## src/rtl/search_ctrl.sv

```systemverilog
// search_ctrl -- iterative-deepening depth-first search sequencer.
//
// Walks every non-redundant move sequence of length 0..MAX_DEPTH, shortest
// first, driving the cube datapath one move at a time through a valid/ready
// port. The search stops on the first sequence after which the datapath reports
// the cube as solved. That sequence is then left in the move stack for readout.
//
// Ports:
//   clk, rst_n          clock, asynchronous active-low reset
//   run                 start request (rising edge only)
//   op_valid/op_undo    move request; op_undo=1 applies the inverse move
//   op_face/op_turn     move: face 0..5, turn 1=CW 2=half 3=CCW
//   op_ready            datapath accepted the move this cycle
//   solved              datapath cube state is solved (level)
//   busy/done/found     search status; found is valid while done=1
//   depth               solution length, or the current limit while busy
//   rd_addr/rd_face/rd_turn  combinational stack readout
module search_ctrl #(
  parameter int MAX_DEPTH = 8
) (
  input  logic       clk,
  input  logic       rst_n,
  input  logic       run,
  output logic       op_valid,
  output logic       op_undo,
  output logic [2:0] op_face,
  output logic [1:0] op_turn,
  input  logic       op_ready,
  input  logic       solved,
  output logic       busy,
  output logic       done,
  output logic       found,
  output logic [3:0] depth,
  input  logic [3:0] rd_addr,
  output logic [2:0] rd_face,
  output logic [1:0] rd_turn
);

  typedef enum logic [2:0] {
    S_IDLE, S_CHECK, S_APPLY, S_UNDO, S_ADVANCE, S_BACKTRACK, S_DONE
  } state_t;

  state_t     state_reg, state_next;
  logic [3:0] lim_reg, lv_reg, depth_reg;
  logic       found_reg, run_d_reg;
  logic [2:0] stack_face [MAX_DEPTH];
  logic [1:0] stack_turn [MAX_DEPTH];

  // Stack write port (always addressed by lv).
  logic       wr_en;
  logic [2:0] wr_face;
  logic [1:0] wr_turn;

  logic       start;
  logic [2:0] cur_face, prev_face, undo_face;
  logic [1:0] cur_turn, undo_turn;
  logic       has_prev;
  logic [2:0] first_face;
  logic [3:0] nf1, nf;
  logic       nf_ok;
  logic [4:0] lim_inc;
  logic       lim_over;

  // Out-of-range indices (e.g. lv-1 with lv=0) read as entry {0,0}.
  function automatic logic [2:0] face_at(input logic [3:0] idx);
    face_at = '0;
    for (int i = 0; i < MAX_DEPTH; i++)
      if (idx == 4'(i)) face_at = stack_face[i];
  endfunction

  function automatic logic [1:0] turn_at(input logic [3:0] idx);
    turn_at = '0;
    for (int i = 0; i < MAX_DEPTH; i++)
      if (idx == 4'(i)) turn_at = stack_turn[i];
  endfunction

  always_comb begin
    start     = run & ~run_d_reg;
    cur_face  = face_at(lv_reg);
    cur_turn  = turn_at(lv_reg);
    undo_face = face_at(lv_reg - 4'd1);
    undo_turn = turn_at(lv_reg - 4'd1);
    prev_face = undo_face;
    has_prev  = (lv_reg != 4'd0);
    // Turning the same face twice in a row is redundant, so the face just
    // below the current level is skipped.
    first_face = (has_prev && prev_face == 3'd0) ? 3'd1 : 3'd0;
    nf1        = {1'b0, cur_face} + 4'd1;
    nf         = (has_prev && nf1 == {1'b0, prev_face}) ? nf1 + 4'd1 : nf1;
    nf_ok      = (nf <= 4'd5);
    lim_inc    = {1'b0, lim_reg} + 5'd1;
    lim_over   = (lim_inc > 5'(MAX_DEPTH));
    rd_face    = face_at(rd_addr);
    rd_turn    = turn_at(rd_addr);
  end

  // State register.
  always_ff @(posedge clk or negedge rst_n) begin
    if (!rst_n) state_reg <= S_IDLE;
    else        state_reg <= state_next;
  end

  // Next-state logic.
  always_comb begin
    state_next = state_reg;
    case (state_reg)
      S_IDLE, S_DONE: if (start) state_next = S_CHECK;
      S_CHECK: begin
        if (solved)                state_next = S_DONE;
        else if (lv_reg < lim_reg) state_next = S_APPLY;
        else                       state_next = S_BACKTRACK;
      end
      S_APPLY: if (op_ready) state_next = S_CHECK;
      S_UNDO:  if (op_ready) state_next = S_ADVANCE;
      S_ADVANCE: begin
        if (cur_turn != 2'd3 || nf_ok) state_next = S_APPLY;
        else                           state_next = S_BACKTRACK;
      end
      S_BACKTRACK: begin
        if (!has_prev) state_next = lim_over ? S_DONE : S_CHECK;
        else           state_next = S_UNDO;
      end
      default: state_next = S_IDLE;
    endcase
  end

  // Outputs, decoded from the state so an asynchronous reset clears them at once.
  always_comb begin
    op_valid = 1'b0;
    op_undo  = 1'b0;
    op_face  = 3'd0;
    op_turn  = 2'd0;
    case (state_reg)
      S_APPLY: begin
        op_valid = 1'b1;
        op_face  = cur_face;
        op_turn  = cur_turn;
      end
      S_UNDO: begin
        op_valid = 1'b1;
        op_undo  = 1'b1;
        op_face  = undo_face;
        op_turn  = undo_turn;
      end
      default: ;
    endcase
    busy  = (state_reg != S_IDLE) && (state_reg != S_DONE);
    done  = (state_reg == S_DONE);
    found = found_reg;
    depth = busy ? lim_reg : depth_reg;
  end

  // Stack write selection: seed a new level in CHECK, step it in ADVANCE.
  always_comb begin
    wr_en   = 1'b0;
    wr_face = cur_face;
    wr_turn = cur_turn;
    case (state_reg)
      S_CHECK: begin
        if (!solved && lv_reg < lim_reg) begin
          wr_en   = 1'b1;
          wr_face = first_face;
          wr_turn = 2'd1;
        end
      end
      S_ADVANCE: begin
        if (cur_turn != 2'd3) begin
          wr_en   = 1'b1;
          wr_turn = cur_turn + 2'd1;
        end else if (nf_ok) begin
          wr_en   = 1'b1;
          wr_face = nf[2:0];
          wr_turn = 2'd1;
        end
      end
      default: ;
    endcase
  end

  // Search counters and result registers.
  always_ff @(posedge clk or negedge rst_n) begin
    if (!rst_n) begin
      lim_reg   <= '0;
      lv_reg    <= '0;
      depth_reg <= '0;
      found_reg <= 1'b0;
      run_d_reg <= 1'b0;
    end else begin
      run_d_reg <= run;
      case (state_reg)
        S_IDLE, S_DONE: begin
          if (start) begin
            lim_reg   <= '0;
            lv_reg    <= '0;
            depth_reg <= '0;
            found_reg <= 1'b0;
          end
        end
        S_CHECK: begin
          if (solved) begin
            found_reg <= 1'b1;
            depth_reg <= lv_reg;
          end
        end
        S_APPLY: if (op_ready) lv_reg <= lv_reg + 4'd1;
        S_UNDO:  if (op_ready) lv_reg <= lv_reg - 4'd1;
        S_BACKTRACK: begin
          if (!has_prev) begin
            // On exhaustion, report the deepest limit that was searched.
            if (lim_over) depth_reg <= 4'(MAX_DEPTH);
            else          lim_reg   <= lim_inc[3:0];
          end
        end
        default: ;
      endcase
    end
  end

  // Move stack.
  always_ff @(posedge clk or negedge rst_n) begin
    if (!rst_n) begin
      for (int i = 0; i < MAX_DEPTH; i++) begin
        stack_face[i] <= '0;
        stack_turn[i] <= '0;
      end
    end else begin
      for (int i = 0; i < MAX_DEPTH; i++) begin
        if (wr_en && lv_reg == 4'(i)) begin
          stack_face[i] <= wr_face;
          stack_turn[i] <= wr_turn;
        end
      end
    end
  end

endmodule

```

## config.mk

```make
export PLATFORM = sky130hd
export DESIGN_NAME = search_ctrl
export DESIGN_NICKNAME = d
export VERILOG_FILES = /design/src/rtl/search_ctrl.sv
export SDC_FILE = /design/constraint.sdc
export NUM_CORES = 1
export LEC_CHECK = 0
export CELL_PAD_IN_SITES_DETAIL_PLACEMENT = 1
export CELL_PAD_IN_SITES_GLOBAL_PLACEMENT = 1
export CORE_UTILIZATION = 50
export CTS_CLUSTER_DIAMETER = 30
export DETAILED_ROUTE_END_ITERATION = 8
export GPL_ROUTABILITY_DRIVEN = 0
export PLACE_DENSITY = 0.84
export SETUP_SLACK_MARGIN = 0.5
export SLEW_MARGIN = 20
export SYNTH_ARGS = -nofsm -noshare
export SYNTH_HDL_FRONTEND = slang
export SYNTH_SLANG_ARGS = --single-unit
export TNS_END_PERCENT = 1
```

## constraint.sdc

```tcl
create_clock -name clk -period 11.9 [get_ports clk]
set_clock_uncertainty 0.1 [all_clocks]
set_input_delay 2.38 -clock clk [delete_from_list [all_inputs] [get_ports clk]]
set_output_delay 2.38 -clock clk [all_outputs]
set_load 0.05 [all_outputs]
```

======== Word level (Yosys, flattened, before mapping) ========
Cells that the tools add are included.
storage, ports and cells
  word-level logic and storage cells ...... 192
  bits in registers ....................... 57
cells by class
  multiplexer cells ....................... 90
  reduce and logical (&&, ||, !) cells .... 32
  bitwise gates (word level) .............. 2
  eq/ne operators ......................... 37
  $add $sub $neg .......................... 6
  order comparisons ....................... 3
operators by type and width
  kind                                                           number
  2-to-1 mux 3 bit                                               35
  2-to-1 mux 2 bit                                               27
  == test 4 x 3 -> 1 bit, second input constant                  12
  2-to-1 mux 4 bit                                               10
  == test 4 x 2 -> 1 bit, second input constant                  6
  one-hot mux 4 bit (3 select lines)                             2
  one-hot mux 3 bit (6 select lines)                             1
  inequality test 2 bit, second input constant                   8
  == test 4 x 1 -> 1 bit, second input constant                  3
  logical AND 1 bit                                              12
  logical NOT 4 bit                                              3
  one-hot mux 3 bit (2 select lines)                             2
  == test 3 bit, second input constant                           3
  nonzero test 3 bit                                             3
  adder 4 x 1 -> 4 bit, second input constant                    2
  2-to-1 mux 1 bit                                               8
  one-hot mux 2 bit (2 select lines)                             2
  one-hot mux 4 bit (2 select lines)                             1
  AND reduction 4 bit                                            2
  == test 3 x 2 -> 1 bit, second input constant                  2
  logical NOT 3 bit                                              2
  AND reduction 3 bit                                            2
  adder 4 x 1 -> 5 bit, second input constant                    1
  greater-than comparator 5 x 4 -> 1 bit, second input constant  1
  17 further kinds                                               20

======== Longest topological paths before layout ========
Gate-level depths: netlist of run 1.
  word-level depth ........................ 18
  depth in mapped cells ................... 20

======== Worst setup path after synthesis of run 1 ========
Ideal clock, no wire load.
  kind .................................... input port to output port
  start point ............................. input port rd_addr[0]
  end point ............................... output port rd_face[0]
  path buffers ............................ 2
  path slack .............................. 5,554 ps
  arrival ................................. 3,866 ps
  required time ........................... 9,420 ps
  cell stages on the path ................. 8
  path through ............................ clkbuf_1 clkbuf_1 mux2i_1 nor2_1 a221oi_1 o21ai_0 o21ai_0 nand2_1
between the ends
  cells in the longest elaborated chain, start to end .. 9
  elaborated cells between the ends (all ways) .. 16
  those cells by class .................... eq/ne (7); mux (8); reduce/logical (1)
ends and longest elaborated chain
  what                           line  text
  from (decl)                    34    input logic [3:0] rd_addr,
  logical NOT 4 bit              68    if (idx == 4'(i)) face_at = stack_face[i];
  2-to-1 mux 3 bit (7 in a row)  68
  2-to-1 mux 3 bit *             68
  to (decl)                      35    output logic [2:0] rd_face,
Mark *: on every way between the ends. The rest lies on a longest branch, timed or not.

======== Worst setup path in the final report of run 1 ========
  start point ............................. input port rd_addr[0]
  end point ............................... output port rd_turn[0]
between the ends
  cells in the longest elaborated chain, start to end .. 9
  elaborated cells between the ends (all ways) .. 16
  those cells by class .................... eq/ne (7); mux (8); reduce/logical (1)
ends and longest elaborated chain
  what                           line  text
  logical NOT 4 bit              74    if (idx == 4'(i)) turn_at = stack_turn[i];
  2-to-1 mux 2 bit (7 in a row)  74
  2-to-1 mux 2 bit *             74
  to (decl)                      36    output logic [1:0] rd_turn
Marks and branches as above.

==> results of run 1 <==
==> metrics by stage <==
stage | std cells | utilization (%) | total power, mW | area, um2 | worst slack, ps
5_1_grt | 671 | 57.9 | 1.58 | 5120 | 4010
2_1_floorplan | 548 | - | 1.01 | 4650 | 5550
6_report | 671 | 57.9 | 1.50 | 5120 | 4240
3_3_place_gp | 655 | 55.8 | 1.26 | 4940 | 4500
3_5_place_dp | 655 | 55.8 | 1.30 | 4940 | 4260
4_1_cts | 671 | 57.9 | 1.48 | 5120 | 4320
==> layout by cell type (no fill, tap or decap), types with 12 or more instances in the layout <==
cell             netlist  layout
mux2_2                21      21
clkdlybuf4s50_1        0      26
nand2_1               66      66
inv_1                 18      18
nand3_1               18      18
a21oi_1               28      28
o21ai_0               38      38
nand2b_1              12      12
ha_1                  14      14
nor2b_1               13      13
nor2_1                42      42
dfrtp_1               57      57
==> final cells by class <==
class                   count  area share [%]
clock buffers              10            2.69
flip-flops and latches     57            27.9
clock inverters             6           0.831
repair buffers             34            6.21
well taps                 108            2.64
inverters                  19            1.39
multi-input cells         437            58.4
==> cells by family (layout without fill, tap and decap cells) <==
| group | count (synthesis) | after routing |
|---|---|---|
| xor+xnor | 2 | 2 |
| mux | 41 | 41 |
| buf+inv | 54 | 69 |
| fa+ha+maj | 14 | 14 |
| flops | 57 | 57 |
| compound gates | 173 | 173 |
| simple gates | 207 | 207 |
==> power groups by stage <==
stage / Combinational [mW] / Clock, mW / Sequential (mW)
floorplan: 0.693 / 0 / 0.318
global placement: 0.882 / 0 / 0.375
detailed placement: 0.917 / 0 / 0.380
CTS: 0.923 / 0.177 / 0.377
global route: 1.01 / 0.182 / 0.388
finish: 0.940 / 0.176 / 0.385
==> layer usage <==
| metal | part of all wire, % | wire [um] |
|---|---|---|
| met4 | 3.8 | 612 |
| met2 | 45 | 7320 |
| met1 | 44 | 7190 |
| met3 | 7.3 | 1190 |
| met5 | 0 | 0 |
==> how the worst max path moves through the flow <==
stage | startpoint | to | slack, ps | depth (start not counted)
floorplan | rd_addr[0] | rd_face[0] | 5550 | 8
global placement | rd_addr[0] | rd_turn[0] | 4500 | 7
detailed placement | rd_addr[0] | rd_turn[1] | 4260 | 7
CTS | rd_addr[0] | rd_turn[1] | 4320 | 7
global route | rd_addr[0] | rd_turn[0] | 4010 | 7
finish | rd_addr[0] | rd_turn[0] | 4240 | 7
==> critical path, stage by stage <==
cell and delay, ps:
clkdlybuf4s50_1 750, nor3b_1 720, a221oi_1 210, o21ai_0 110, o21ai_0 120, nand2_1 70
clkdlybuf4s50_1 810
==> metrics.cfg, run 1 <==
[status]
status=finished clean

[synthesis]
yosys-top-cells-count=66 x nand2_1, 57 x dfrtp_1, 42 x nor2_1, 38 x o21ai_0, 28 x a21oi_1
synthMuxAreaShare_pct=10.3
synth_edf_count=0
postSynthCellCount=548
synth.distinct_cells=80
ys_ff_latch=57
ys.flop_type=dfrtp_1
netlist_area_um2=4650
synth_compound_area_share_pct=27.2
synthXorXnorAreaFrac_pct=0.377
yosysWarnings=0
yosys.area.top_type=dfrtp_1
avgSynthCellArea_um2=8.49
synthTopCellsByArea=dfrtp_1 31%, nand2_1 5.3%, mux2_2 5.1%, o21ai_0 4.1%, ha_1 3.8%
synth-adder-area-share_pct=3.77
yosysSeqAreaShare_pct=30.7
synth_async_sr_flop_share_pct=100
yosys.area.top_type_share_pct=30.7
synth_top_family_by_area=compound AO/OA/AOI/OAI gates
synth_most_common_cell=nand2_1
syn_nets=571
synth-simple-area-share_pct=22.6

[power]
power_frac_comb_pct=62.6
p_leak_nw=2.14
p_clk_share_pct=11.7
swShare_pct=55.1
switchingPower_mw=0.827
vdd_drop_max_mv=0.166
power_density_nw_per_um2=293
seqPwrFrac_pct=25.6
p_int_mw=0.674

[worst_hold_path]
holdPathEnd=depth_reg[0]$_DFFE_PN0P_
hold_path.startpoint=depth_reg[0]$_DFFE_PN0P_
hold_class=reg2reg
min_path_cells=2

[critical_path]
ff2ff_setup_slack_ps=6370
cp.arrival_ps=5180
critPathRequiredTime_ps=9420
cp-end-kind=output pin
start_kind=input port
rr_worst_depth=13
r2r-start=lv_reg[0]$_DFFE_PN0P_
r2r-end=stack_face[3]$_DFFE_PN0P_
worstSetupPathType=in2out
path_max_fanout=16

[place]
portBuffers=27
dp_hpwl_mm=11.7

[routing]
drtIter0Drc=447
routed_wl_mm=16.3
vias=4637
vias_per_cell=6.91
dr.pass1.iters=5
avgRoutedWirePerCell_um=24.3
drtAntennaViolNets=0
drc=0

[sta]
hold_viol=0
slew_headroom_pct=29.0
period_minus_slack_ps=7660
max_freq_mhz=131
slew_violations=0
worst_slew_pin_slew_ps=1060
finalSetupViolCount=0
min_period_over_period_pct=64.4
rsz0062_at_grt=no
finalHoldWorstSlack_ps=400
tns_ps=0

[grt]
grt_pass1_wl_mm=25.8
grt_use_total_pct=34.9
use_met3_pct=6.38
grt_max_degree=58
grt_overflow=0
globalRoute.busiestLayer=met2
grt_use_met2_pct=55.4
grtUsageMet1_pct=47.4
antenna_found_initial=0
grt_pass1_vias=4687

[clock_network]
cts_buffer_depth=2
hold_buffers=0
clk_pin_slew_ps=70
clk_latency_ps=350
cts_sinks=57
cts_tree=built
cts_setup_buffers=0
cts.repair.resized=0
htree_levels=3
numCtsBuffers=9
cts-root-buf=clkbuf_8

[cells_and_area]
nFillCells=1063
multi_input_area_um2=2990
diodes=0
areaGrowthSynthToFinish_pct=10.1
regMostFlops=stack_face
regArea_um2=1430
largest_reg_flops=24
drive_gt1_share_pct=11.9
nets=581
reg_top3=stack_face: 24 flops, stack_turn: 16 flops

[floorplan]
start_util_pct=52.6
fp.dieW_um=98.4
ios=28
core_region_area_um2=8850
dieArea_um2=9690
dieHeight_um=98.4
rows=34

[run]
drv_cap=0

Note: power is estimated with default switching activity, not from simulation.
==> run 2: changes to the inputs <==
--- a/config.mk
+++ b/config.mk
@@ -7,11 +7,11 @@
 export LEC_CHECK = 0
 export CELL_PAD_IN_SITES_DETAIL_PLACEMENT = 1
 export CELL_PAD_IN_SITES_GLOBAL_PLACEMENT = 1
-export CORE_UTILIZATION = 50
+export CORE_UTILIZATION = 46
 export CTS_CLUSTER_DIAMETER = 30
 export DETAILED_ROUTE_END_ITERATION = 8
 export GPL_ROUTABILITY_DRIVEN = 0
-export PLACE_DENSITY = 0.84
+export PLACE_DENSITY = 0.78
 export SETUP_SLACK_MARGIN = 0.5
 export SLEW_MARGIN = 20
 export SYNTH_ARGS = -nofsm -noshare
==> constraint.sdc (replaced) <==
create_clock -name clk -period 7.9 [get_ports clk]
set_clock_uncertainty 0.1 [all_clocks]
set_input_delay 1.58 -clock clk [delete_from_list [all_inputs] [get_ports clk]]
set_output_delay 1.58 -clock clk [all_outputs]
set_load 0.05 [all_outputs]
==> run 2 against run 1 <==
Effect of this change:
- utilization decreased by 4.4 points
- clock power grew 97%
- setup slack worse by 2400 ps
- final area up 2.0%
- combinational power rose by 51%
- total power grew 56%
- critical path depth rose by 5
- sequential share of layout area down 0.54 points
- critical path type is now reg2out
- largest cell class unchanged
- largest power group unchanged
- highest routed layer unchanged
==> metrics.cfg, run 2 (synthesis gave the netlist of run 1 again) <==
[status]
status=finished clean

[grt]
grt_pass1_wl_mm=25.3
grt_overflow=0
grt_use_total_pct=32.6
grt_max_degree=58
grt_pass1_vias=4472
antenna_found_initial=0

[critical_path]
path_max_fanout=13
crit_start=lv_reg[0]$_DFFE_PN0P_
cp.arrival_ps=4390
r2r-end=stack_face[0]$_DFFE_PN0P_
cp_top_family=compound AO/OA/AOI/OAI gates
critPathRequiredTime_ps=6220
start_kind=register
endpoint=op_turn[0]
path_buf_inv=2
cp_slowest_cell=clkdlybuf4s50_1
worstSetupPathType=reg2out
cp_common_cell=o21ai_0
r2r-start=lv_reg[0]$_DFFE_PN0P_
cp-end-kind=output pin
cp_cell_sequence=inv_1 -> ha_1 -> nor2b_1 -> a221oi_1 -> a211o_1 -> a21boi_0 -> o22ai_1 -> o21ai_0 -> a221o_1 -> o21ai_0 -> nor2_1 -> clkdlybuf4s50_1
rr_worst_depth=14
critPathMaxStageDelay_ps=820
ff2ff_setup_slack_ps=2510
crit_cells=12

[place]
portBuffers=27
dp.cells=680
dp_hpwl_mm=11.7

[floorplan]
ios=28
dieArea_um2=10500
fp.dieW_um=103
rows=36
dieHeight_um=103
start_util_pct=47.6
core_region_area_um2=9770

[sta]
finalSetupViolCount=0
tns_ps=0
hold_viol=0
slew_headroom_pct=36.5
min_period_over_period_pct=76.9
slew_violations=0
worst_slew_pin_slew_ps=946
rsz0062_at_grt=no
period_minus_slack_ps=6070
max_freq_mhz=165

[clock_network]
clk_pin_slew_ps=80
cts_buffer_depth=2
hold_buffers=0
cts-root-buf=clkbuf_8
cts.repair.resized=0
cts_sinks=57
cts_setup_buffers=0
htree_levels=3
cts_tree=built
clk_latency_ps=360
numCtsBuffers=9

[worst_hold_path]
hold_class=reg2reg

[cells_and_area]
stdcell_count=696
largest_reg_flops=24
utilization_pct=53.4
final_cell_mix=66 x nand2_1, 57 x dfrtp_1, 41 x nor2_1
nets=581
layout_commonest_cell=nand2_1
areaGrowthSynthToFinish_pct=12.3
reg_top3=stack_face: 24 flops, stack_turn: 16 flops
regMostFlops=stack_face
drive_gt1_share_pct=12.3
diodes=0

[run]
drv_cap=0

[power]
p_leak_nw=2.17
power_density_nw_per_um2=448
vdd_drop_max_mv=0.251

[routing]
routed_wl_mm=16.1
dr.pass1.iters=5
drtAntennaViolNets=0
vias_per_cell=6.57
avgRoutedWirePerCell_um=23.2
vias=4576
drc=0
drtIter0Drc=352

run 2: changes by cell type in the layout (fill, tap and decap cells not counted), sizes merged:
cell / delta
clkbuf: -1
bufinv: +3
inv: -1
clkinv: -1
run 2: cell type report:
| cell class | instances | area (um2) |
|---|---|---|
| Fill cell | 1188 | 4550 |
| Tap cell | 133 | 166 |
| Clock buffer | 9 | 124 |
| Sequential cell | 57 | 1430 |
| Inverter | 19 | 71.3 |
| Clock inverter | 7 | 119 |
| Multi-Input combinational cell | 437 | 3000 |
| Timing Repair Buffer | 34 | 318 |
run 2: how the worst min path moves through the flow:
stage | start | endpoint | cells after the start | slack [ps]
2_1_floorplan | depth_reg[0]$_DFFE_PN0P_ | depth_reg[0]$_DFFE_PN0P_ | 2 | 340
3_3_place_gp | depth_reg[0]$_DFFE_PN0P_ | depth_reg[0]$_DFFE_PN0P_ | 2 | 360
5_1_grt | depth_reg[2]$_DFFE_PN0P_ | depth_reg[2]$_DFFE_PN0P_ | 2 | 410
6_report | depth_reg[0]$_DFFE_PN0P_ | depth_reg[0]$_DFFE_PN0P_ | 2 | 380
4_1_cts | depth_reg[0]$_DFFE_PN0P_ | depth_reg[0]$_DFFE_PN0P_ | 2 | 380
3_5_place_dp | depth_reg[0]$_DFFE_PN0P_ | depth_reg[0]$_DFFE_PN0P_ | 2 | 370
run 2: where the power goes:
part	total, mW	internal, mW	switching (mW)
sequential	0.576	0.393	0.183
clock	0.346	0.209	0.137
combinational	1.42	0.502	0.914
run 2: stage by stage:
stage	hold slack (ps)	area, um2	worst slack, ps	total power, mW
final	380	5220	1830	2.34
after global placement	364	4970	2080	1.91
after global routing	411	5220	1670	2.48
after floorplan	344	4650	3150	1.52
after CTS	383	5210	1950	2.31
after detailed placement	365	4970	2000	1.95
run 2: worst register-to-register path: stages (launching register included):
cell and delay (ps):
dfrtp_1 630, ha_1 240, buf_4 330, inv_1 330, a31oi_1 220, a21oi_1 80
a311oi_2 570, ha_1 420, nand2b_1 180, mux2i_1 370, nand2_1 200, o311ai_0 600
nor2_1 140, o31ai_2 630, mux2_2 280
run 2: layer usage:
layer | global-route usage, % | part of all wire, % | routed length, um | up-vias
met5 | 0 | 0 | 0 | -
met4 | 14.2 | 3.8 | 617 | 0
met3 | 6.58 | 5.7 | 920 | 48
met2 | 47.1 | 43 | 7020 | 163
met1 | 46.9 | 47 | 7580 | 2303
li1 | - | - | - | 2062
